File: config.mk
export PLATFORM = sky130hd
export DESIGN_NAME = bin2bcd_8bit
export DESIGN_NICKNAME = d
export VERILOG_FILES = /design/src/rtl/bin2bcd_8bit.sv
export SDC_FILE = /design/constraint.sdc
export NUM_CORES = 1
export LEC_CHECK = 0
export BUFFER_PORTS_ARGS = -buffer_cell sky130_fd_sc_hd__buf_2
export CORE_UTILIZATION = 55
export CTS_CLUSTER_SIZE = 20
export DETAILED_ROUTE_END_ITERATION = 8
export PLACE_DENSITY = 0.76
export SETUP_SLACK_MARGIN = 0.2
export SYNTH_ARGS = -nofsm -noshare
export SYNTH_HDL_FRONTEND = slang
export SYNTH_SLANG_ARGS = --single-unit
export TNS_END_PERCENT = 30
File: constraint.sdc
create_clock -name clk -period 3.3 [get_ports clk]
set_clock_uncertainty 0.05 [all_clocks]
set_input_delay 0.165 -clock clk [delete_from_list [all_inputs] [get_ports clk]]
set_output_delay 0.165 -clock clk [all_outputs]
set_load 0.03 [all_outputs]
File: src/rtl/bin2bcd_8bit.sv
// Sequential double-dabble binary-to-BCD converter with valid/ready handshakes on both sides.
// Optional leading-zero blank mask enabled by defining BIN2BCD_BLANK_EN.
module bin2bcd_8bit #(
    parameter int WIDTH  = 8,
    parameter int DIGITS = 3
) (
    input  logic                  clk,
    input  logic                  rst_n,
    input  logic [WIDTH-1:0]      bin,
    input  logic                  in_valid,
    output logic                  in_ready,
    output logic [4*DIGITS-1:0]   bcd,
    output logic                  out_valid,
    input  logic                  out_ready,
    output logic                  busy,
    output logic [DIGITS-1:0]     digit_blank
);

    localparam int SCR_W = 4 * DIGITS;
    localparam int CNT_W = $clog2(WIDTH + 1);

    // True when DIGITS decimal digits can represent the largest WIDTH-bit value.
    function automatic bit digits_fit();
        longint unsigned p10;
        longint unsigned maxv;
        p10  = 1;
        maxv = (64'd1 << WIDTH) - 64'd1;
        for (int i = 0; i < DIGITS && p10 <= maxv; i++) begin
            p10 = p10 * 10;
        end
        return p10 > maxv;
    endfunction

    if (WIDTH < 1 || WIDTH > 62 || DIGITS < 1 || !digits_fit()) begin : g_param_check
        $fatal(1, "bin2bcd_8bit: DIGITS=%0d cannot hold 2^%0d-1", DIGITS, WIDTH);
    end

    function automatic logic [SCR_W-1:0] add3_digits(input logic [SCR_W-1:0] s);
        logic [SCR_W-1:0] r;
        logic [3:0]       nib;
        r = s;
        for (int i = 0; i < DIGITS; i++) begin
            nib = s[4*i +: 4];
            if (nib >= 4'd5) begin
                r[4*i +: 4] = nib + 4'd3;
            end
        end
        return r;
    endfunction

`ifdef BIN2BCD_BLANK_EN
    // Digit i blanks when it and every higher digit are zero; the ones digit always shows.
    function automatic logic [DIGITS-1:0] blank_mask(input logic [SCR_W-1:0] d);
        logic [DIGITS-1:0] m;
        logic              higher_zero;
        m           = '0;
        higher_zero = 1'b1;
        for (int i = DIGITS - 1; i >= 1; i--) begin
            higher_zero = higher_zero && (d[4*i +: 4] == 4'd0);
            m[i]        = higher_zero;
        end
        return m;
    endfunction
`endif

    typedef enum logic [1:0] {
        IDLE,
        CONV,
        DONE
    } state_t;

    state_t               state_q;
    state_t               state_d;
    logic [WIDTH-1:0]     shift_q;
    logic [SCR_W-1:0]     scratch_q;
    logic [CNT_W-1:0]     cnt_q;
    logic [SCR_W-1:0]     bcd_q;
    logic [DIGITS-1:0]    blank_q;
    logic                 out_valid_q;

    logic [SCR_W-1:0]       scr_adj;
    logic [SCR_W+WIDTH-1:0] shifted;
    logic [SCR_W-1:0]       scr_next;
    logic [WIDTH-1:0]       shift_next;
    logic [DIGITS-1:0]      blank_next;
    logic                   last_shift;
    logic                   accept;

    assign in_ready    = rst_n && (state_q == IDLE);
    assign busy        = (state_q == CONV);
    assign out_valid   = out_valid_q;
    assign bcd         = bcd_q;
    assign digit_blank = blank_q;
    assign accept      = in_valid && in_ready;

    always_comb begin
        scr_adj    = add3_digits(scratch_q);
        shifted    = {scr_adj, shift_q} << 1;
        scr_next   = shifted[SCR_W+WIDTH-1:WIDTH];
        shift_next = shifted[WIDTH-1:0];
        last_shift = (cnt_q == CNT_W'(WIDTH - 1));
`ifdef BIN2BCD_BLANK_EN
        blank_next = blank_mask(scr_next);
`else
        blank_next = '0;
`endif
    end

    always_comb begin
        state_d = state_q;
        case (state_q)
            IDLE:    if (accept)     state_d = CONV;
            CONV:    if (last_shift) state_d = DONE;
            DONE:    if (out_ready)  state_d = IDLE;
            default:                 state_d = IDLE;
        endcase
    end

    always_ff @(posedge clk or negedge rst_n) begin
        if (!rst_n) begin
            state_q <= IDLE;
        end else begin
            state_q <= state_d;
        end
    end

    // Datapath: load on accept, one add-3/shift per CONV edge, hold result through DONE.
    always_ff @(posedge clk or negedge rst_n) begin
        if (!rst_n) begin
            shift_q     <= '0;
            scratch_q   <= '0;
            cnt_q       <= '0;
            bcd_q       <= '0;
            blank_q     <= '0;
            out_valid_q <= 1'b0;
        end else begin
            case (state_q)
                IDLE: begin
                    if (accept) begin
                        shift_q   <= bin;
                        scratch_q <= '0;
                        cnt_q     <= '0;
                    end
                end
                CONV: begin
                    scratch_q <= scr_next;
                    shift_q   <= shift_next;
                    cnt_q     <= cnt_q + CNT_W'(1);
                    if (last_shift) begin
                        bcd_q       <= scr_next;
                        blank_q     <= blank_next;
                        out_valid_q <= 1'b1;
                    end
                end
                DONE: begin
                    if (out_ready) begin
                        out_valid_q <= 1'b0;
                    end
                end
                default: begin
                    out_valid_q <= 1'b0;
                end
            endcase
        end
    end

endmodule
### Word-level counts from Yosys, hierarchy flattened

Cells that the tools add are included.

| operators by class | value |
|---|---|
| add/subtract/negate cells | 4 |
| $lt $le $gt $ge | 3 |
| equality and inequality tests | 6 |
| muxes and demuxes | 16 |
| bitwise logic cells | 1 |
| reduce and logical (&&, ||, !) cells | 8 |

Operator list:

| cell | number |
|---|---|
| $pmux 12 s2 | 1 |
| $pmux 8 s2 | 1 |
| $ge 4x3->1 const B | 3 |
| $mux 12 | 1 |
| $mux 4 | 3 |
| $add 4x2->4 const B | 2 |
| $mux 8 | 1 |
| $pmux 4 s2 | 1 |
| $mux 2 | 3 |
| $pmux 2 s3 | 1 |
| $reduce_and 3->1 | 2 |
| $add 4x1->4 const B | 1 |
| $eq 4x3->1 const B | 1 |
| $ne 2x2->1 const B | 2 |
| $reduce_and 2->1 | 2 |
| $add 3x2->3 const B | 1 |
| $mux 3 | 1 |
| $pmux 1 s3 | 1 |
| $eq 2x1->1 const B | 1 |
| $eq 2x2->1 const B | 1 |
| $logic_and 1x1->1 | 2 |
| $logic_not 2->1 | 1 |
| $mux 1 | 2 |
| $ne 2x1->1 const B | 1 |
| other kinds (2) | 2 |

| word-level totals | value |
|---|---|
| bits in registers | 39 |
| output and inout port bits | 18 |
| word-level logic and storage cells | 44 |

### Longest topological paths before layout

| logic depth | value |
|---|---|
| depth after elaboration | 5 |
| mapped depth | 6 |
| gate-level depth less buffers | 6 |

### Worst setup path after synthesis

No wires, ideal clock.

| path | value |
|---|---|
| path type | reg2reg |
| start point | register state_q[1] |
| end point | register bcd_q[0], in the netlist bcd[0] |
| setup time | 0.125 ns |
| arrival time | 1.392 ns |
| slack | 1.733 ns |
| cell stages (with the launch flop) | 5 |
| path through | dfrtp_1 > nand2b_1 > buf_6 > nor3_4 > mux2_2 |

| between the ends | value |
|---|---|
| cells in the longest elaborated chain, start to end | 2 |

Ends and longest elaborated chain:

| what | RTL line | source |
|---|---|---|
| start: declaration | 72 | `state_t state_q;` |
| start signal: assignment | 123 | `state_q <= state_d;` |
| $eq 2x1->1 | 137 | `case (state_q)` |
| $reduce_and 2->1 (no line) | n/a |  |
| end signal: assignment | 150 | `bcd_q <= scr_next;` |
| end: declaration | 77 | `logic [SCR_W-1:0] bcd_q;` |

Every way passes these cells.
A chain may end at the register's enable or synchronous reset.

### Final worst setup path

| path | value |
|---|---|
| start point | register state_q[1] |
| end point | register cnt_q[2] |

| between the ends | value |
|---|---|
| cells in the longest elaborated chain, start to end | 5 |

Ends and longest elaborated chain:

| what | RTL line | source |
|---|---|---|
| $logic_not 2->1 | 89, 137 |  |
| $logic_and 1x1->1 | 89 | `assign in_ready = rst_n && (state_q == IDLE);` |
| $logic_and 1x1->1 | 94 | `assign accept = in_valid && in_ready;` |
| $ne 2x2->1 (no line) | n/a |  |
| $reduce_and 2->1 (no line) | n/a |  |
| end signal: assignment | 148 | `cnt_q <= cnt_q + CNT_W'(1);` |
| end: declaration | 76 | `logic [CNT_W-1:0] cnt_q;` |

Parallel ways exist; a longest one is shown, timed or not.

==> summary.md <==
| Metric | Value |
|---|---|
| GP Congestion | `0.771` |
| Asr flop ratio synth | `100%` |
| Final setup margin | `1.10 ns` |
| Status | `complete, no violations` |
| Commonest cells in the netlist | `dfrtp_1 (39), nor2_1 (21), a21oi_1 (10)` |
| CP Class | `register to register` |
| Mapped Area | `1840 um^2` |
| Yosys reg bits | `39` |
| Worst-margin pin slew | `0.757 ns` |
| TritonCTS clock tree | `done` |
| Hold WS | `0.0292 ns` |
| Detailed Route WL | `3480 um` |
| Largest net degree at the start of global routing | `42` |
| CP Data Arrival Time | `2.42 ns` |
| Max-slew headroom | `49.5%` |
| DP HPWL | `2450 um` |
| Die extent in x | `59.9 um` |
| Setup violators final | `0` |
| Clk Latency, worst-skew pair | `0.34 ns` |
| Seq/Total Area, Yosys | `53.0%` |
| Final Cycle Share | `66.8%` |
| Setup WS pre-CTS | `1.11 ns` |
| TritonCTS Buffers | `5` |
| Setup TNS | `0 ns` |
| Total number of H-tree levels | `2` |
| Cells after Synth | `168` |
| Die ar. | `3580 um^2` |
| DR WL/cell | `14.3 um` |
| Synth area leaders | `dfrtp_1 (53%), ha_1 (4.8%), mux2_2 (4.3%)` |
| Maximum vdd drop | `0.515 mV` |
| DRT antenna net count | `0` |
| Core area | `3100 um^2` |
| Static leakage | `0.000969 uW` |
| ANT cells | `0` |
| Via count of the first global-routing pass | `1368` |
| Register area | `976 um^2` |
| Max FO, Critical Path | `18` |
| Internal | `1250 uW` |
| M1 GR Usage | `27.9%` |
| First-pass GRT wire length | `6010 um` |
| Starting Density | `59.4%` |
| Synth cell types | `31` |
| Count leader, synth | `dfrtp_1` |
| Busiest grt layer | `met2` |
| WP data required | `3.52 ns` |
| Fmax | `454 MHz` |
| Logic pwr share | `48.9%` |
| Clock share of power | `12.4%` |
| Startpoint Class | `register` |
| Fin. Hold Viols | `0` |
| GR Util met3 | `7.36%` |
| Clock sinks | `39` |
| Grt ovf | `0` |
| Row count | `20` |
| Initial antenna violation count | `0` |
| Vias post-DR | `1339` |
| Maximum buffer depth of the clock tree | `2` |
| Power per Cell Area | `1070 nW/um^2` |
| Max-cap violations | `0` |
| Filler instances | `277` |
| Root Driver | `clkbuf_4` |
| Fraction of layout cells with a size suffix above 1 | `24.6%` |
| Port bufs | `26` |
| TritonRoute pass-1 iters | `4` |
| Switching share of power | `43.9%` |
| Yosys warning total | `0` |
| Fin util | `66.9%` |
| Post-synth EDFFs | `0` |
| Multi-input gate area | `785 um^2` |
| Avg Synthesized Cell Area | `11.0 um^2` |
| Residual DRC | `0` |
| Unrepaired setup endpoints after global routing | `no` |
| Die H | `59.9 um` |
| Crit path time final | `2.20 ns` |
| Num ports | `30` |
| Final Max Tran Viols | `0` |
| Predominant post-synthesis flop cell | `dfrtp_1` |
| Post-DR vias/cell | `5.51` |
| Cell accounting for the most synthesized area | `dfrtp_1` |
| Post CTS Setup Buffer Count | `0` |
| Type of the tightest min-delay check | `input port to register` |
| Initial DRC Count | `62` |
| GRT met2 Usage | `38.9%` |
| Share of power burned in registers | `38.6%` |
| Layout Nets | `217` |
| Layout area overhead | `12.7%` |
| CP endpoint kind | `register` |
| P_sw | `978 uW` |
| GRT Util Overall | `23.3%` |
| Area fraction of the dominant cell type after synthesis | `53.0%` |
| Clk pin slew, worst setup/hold paths | `0.11 ns` |
## power by group through the flow
stage	clock [uW]	combinational, uW	sequential (uW)
CTS	287	1100	860
detailed placement	0	1090	870
global route	305	1220	892
finish	277	1090	860
global placement	0	1050	853
floorplan	0	735	970
## path summary, 6_finish.rpt
path / startpoint / end / slack (ns) / depth (start not counted)
worst max-delay path: state_q[1] / cnt_q[2] / 1.10 / 5
worst min-delay path: bin[7] / shift_q[7] / 0.03 / 3
worst max register to register: state_q[1] / cnt_q[2] / 1.10 / 5
worst min register to register: out_valid / out_valid / 0.46 / 1
max in group asynchronous: rst_n / bcd[10] / 2.48 / 3
min in group asynchronous: rst_n / bcd[3] / 0.37 / 3
## cells in the final DEF, fill, tap and decap left out, types with 2 or more instances in the layout
master,n
clkbuf_4,5
ha_1,7
dfrtp_1,39
clkbuf_8,2
buf_2,26
mux2i_1,3
a22o_1,7
buf_4,2
nand2b_1,4
o31ai_1,4
o21ai_0,8
dlygate4sd3_1,2
nand2_1,8
a32o_1,3
conb_1,3
a21oi_1,10
o22ai_1,9
nor2_1,21
xnor2_1,3
mux2_2,7
nor3b_1,6
nand3_1,2
inv_1,6
a21oi_2,3
## kinds of logic (layout without fill, tap and decap cells)
logic type,Yosys count,count (layout),share of synthesized area (%)
AOI/OAI and AO/OA,46,46,16.8
and+or+nand+nor,46,46,13.1
DFF,39,39,53.0
buffers and inverters,16,45,4.82
muxes,10,10,5.91
adders and majority gates,7,7,4.76
xor gates and xnor gates,3,3,1.43
other,1,3,0.204
## per-layer routing
layer  vias to the layer above  wire length (um)
met5                         -                 0
met3                         6               142
met2                        31              1740
met4                         0                52
li1                        654                 -
met1                       648              1540
## stage by stage
step           total power (uW)  std cells  area [um^2]
2_1_floorplan              1710        170         1850
3_3_place_gp               1900        233         1990
3_5_place_dp               1960        233         1990
4_1_cts                    2240        243         2080
5_1_grt                    2420        243         2080
6_report                   2230        243         2080
## worst max-delay path: stages, from the launching register on
cell and delay [ns]:
dfrtp_1 0.42, nand2b_1 0.62, inv_2 0.31, nor2_2 0.46, o21ai_0 0.17, o21ai_0 0.09
## flip-flops by register name, summed over array words and instances, names as in the netlist
signal     flops
shift_q        8
state_q        2
scratch_q     12
bcd           12
out_valid      1
cnt_q          4
## area by class of cell
| type | instances | share of cell area [%] |
|---|---|---|
| Clock buffer | 8 | 3.32 |
| Sequential cell | 39 | 47.0 |
| Multi-Input combinational cell | 115 | 37.8 |
| Inverter | 7 | 1.27 |
| Tap cell | 44 | 2.65 |
| Timing Repair Buffer | 30 | 7.96 |
## timing repair
item                      4_1_cts  5_1_grt
hold endpoints to repair       40        0
gates resized for setup         0        0
hold buffers                    2        0
(Power assumes the default switching activity.)
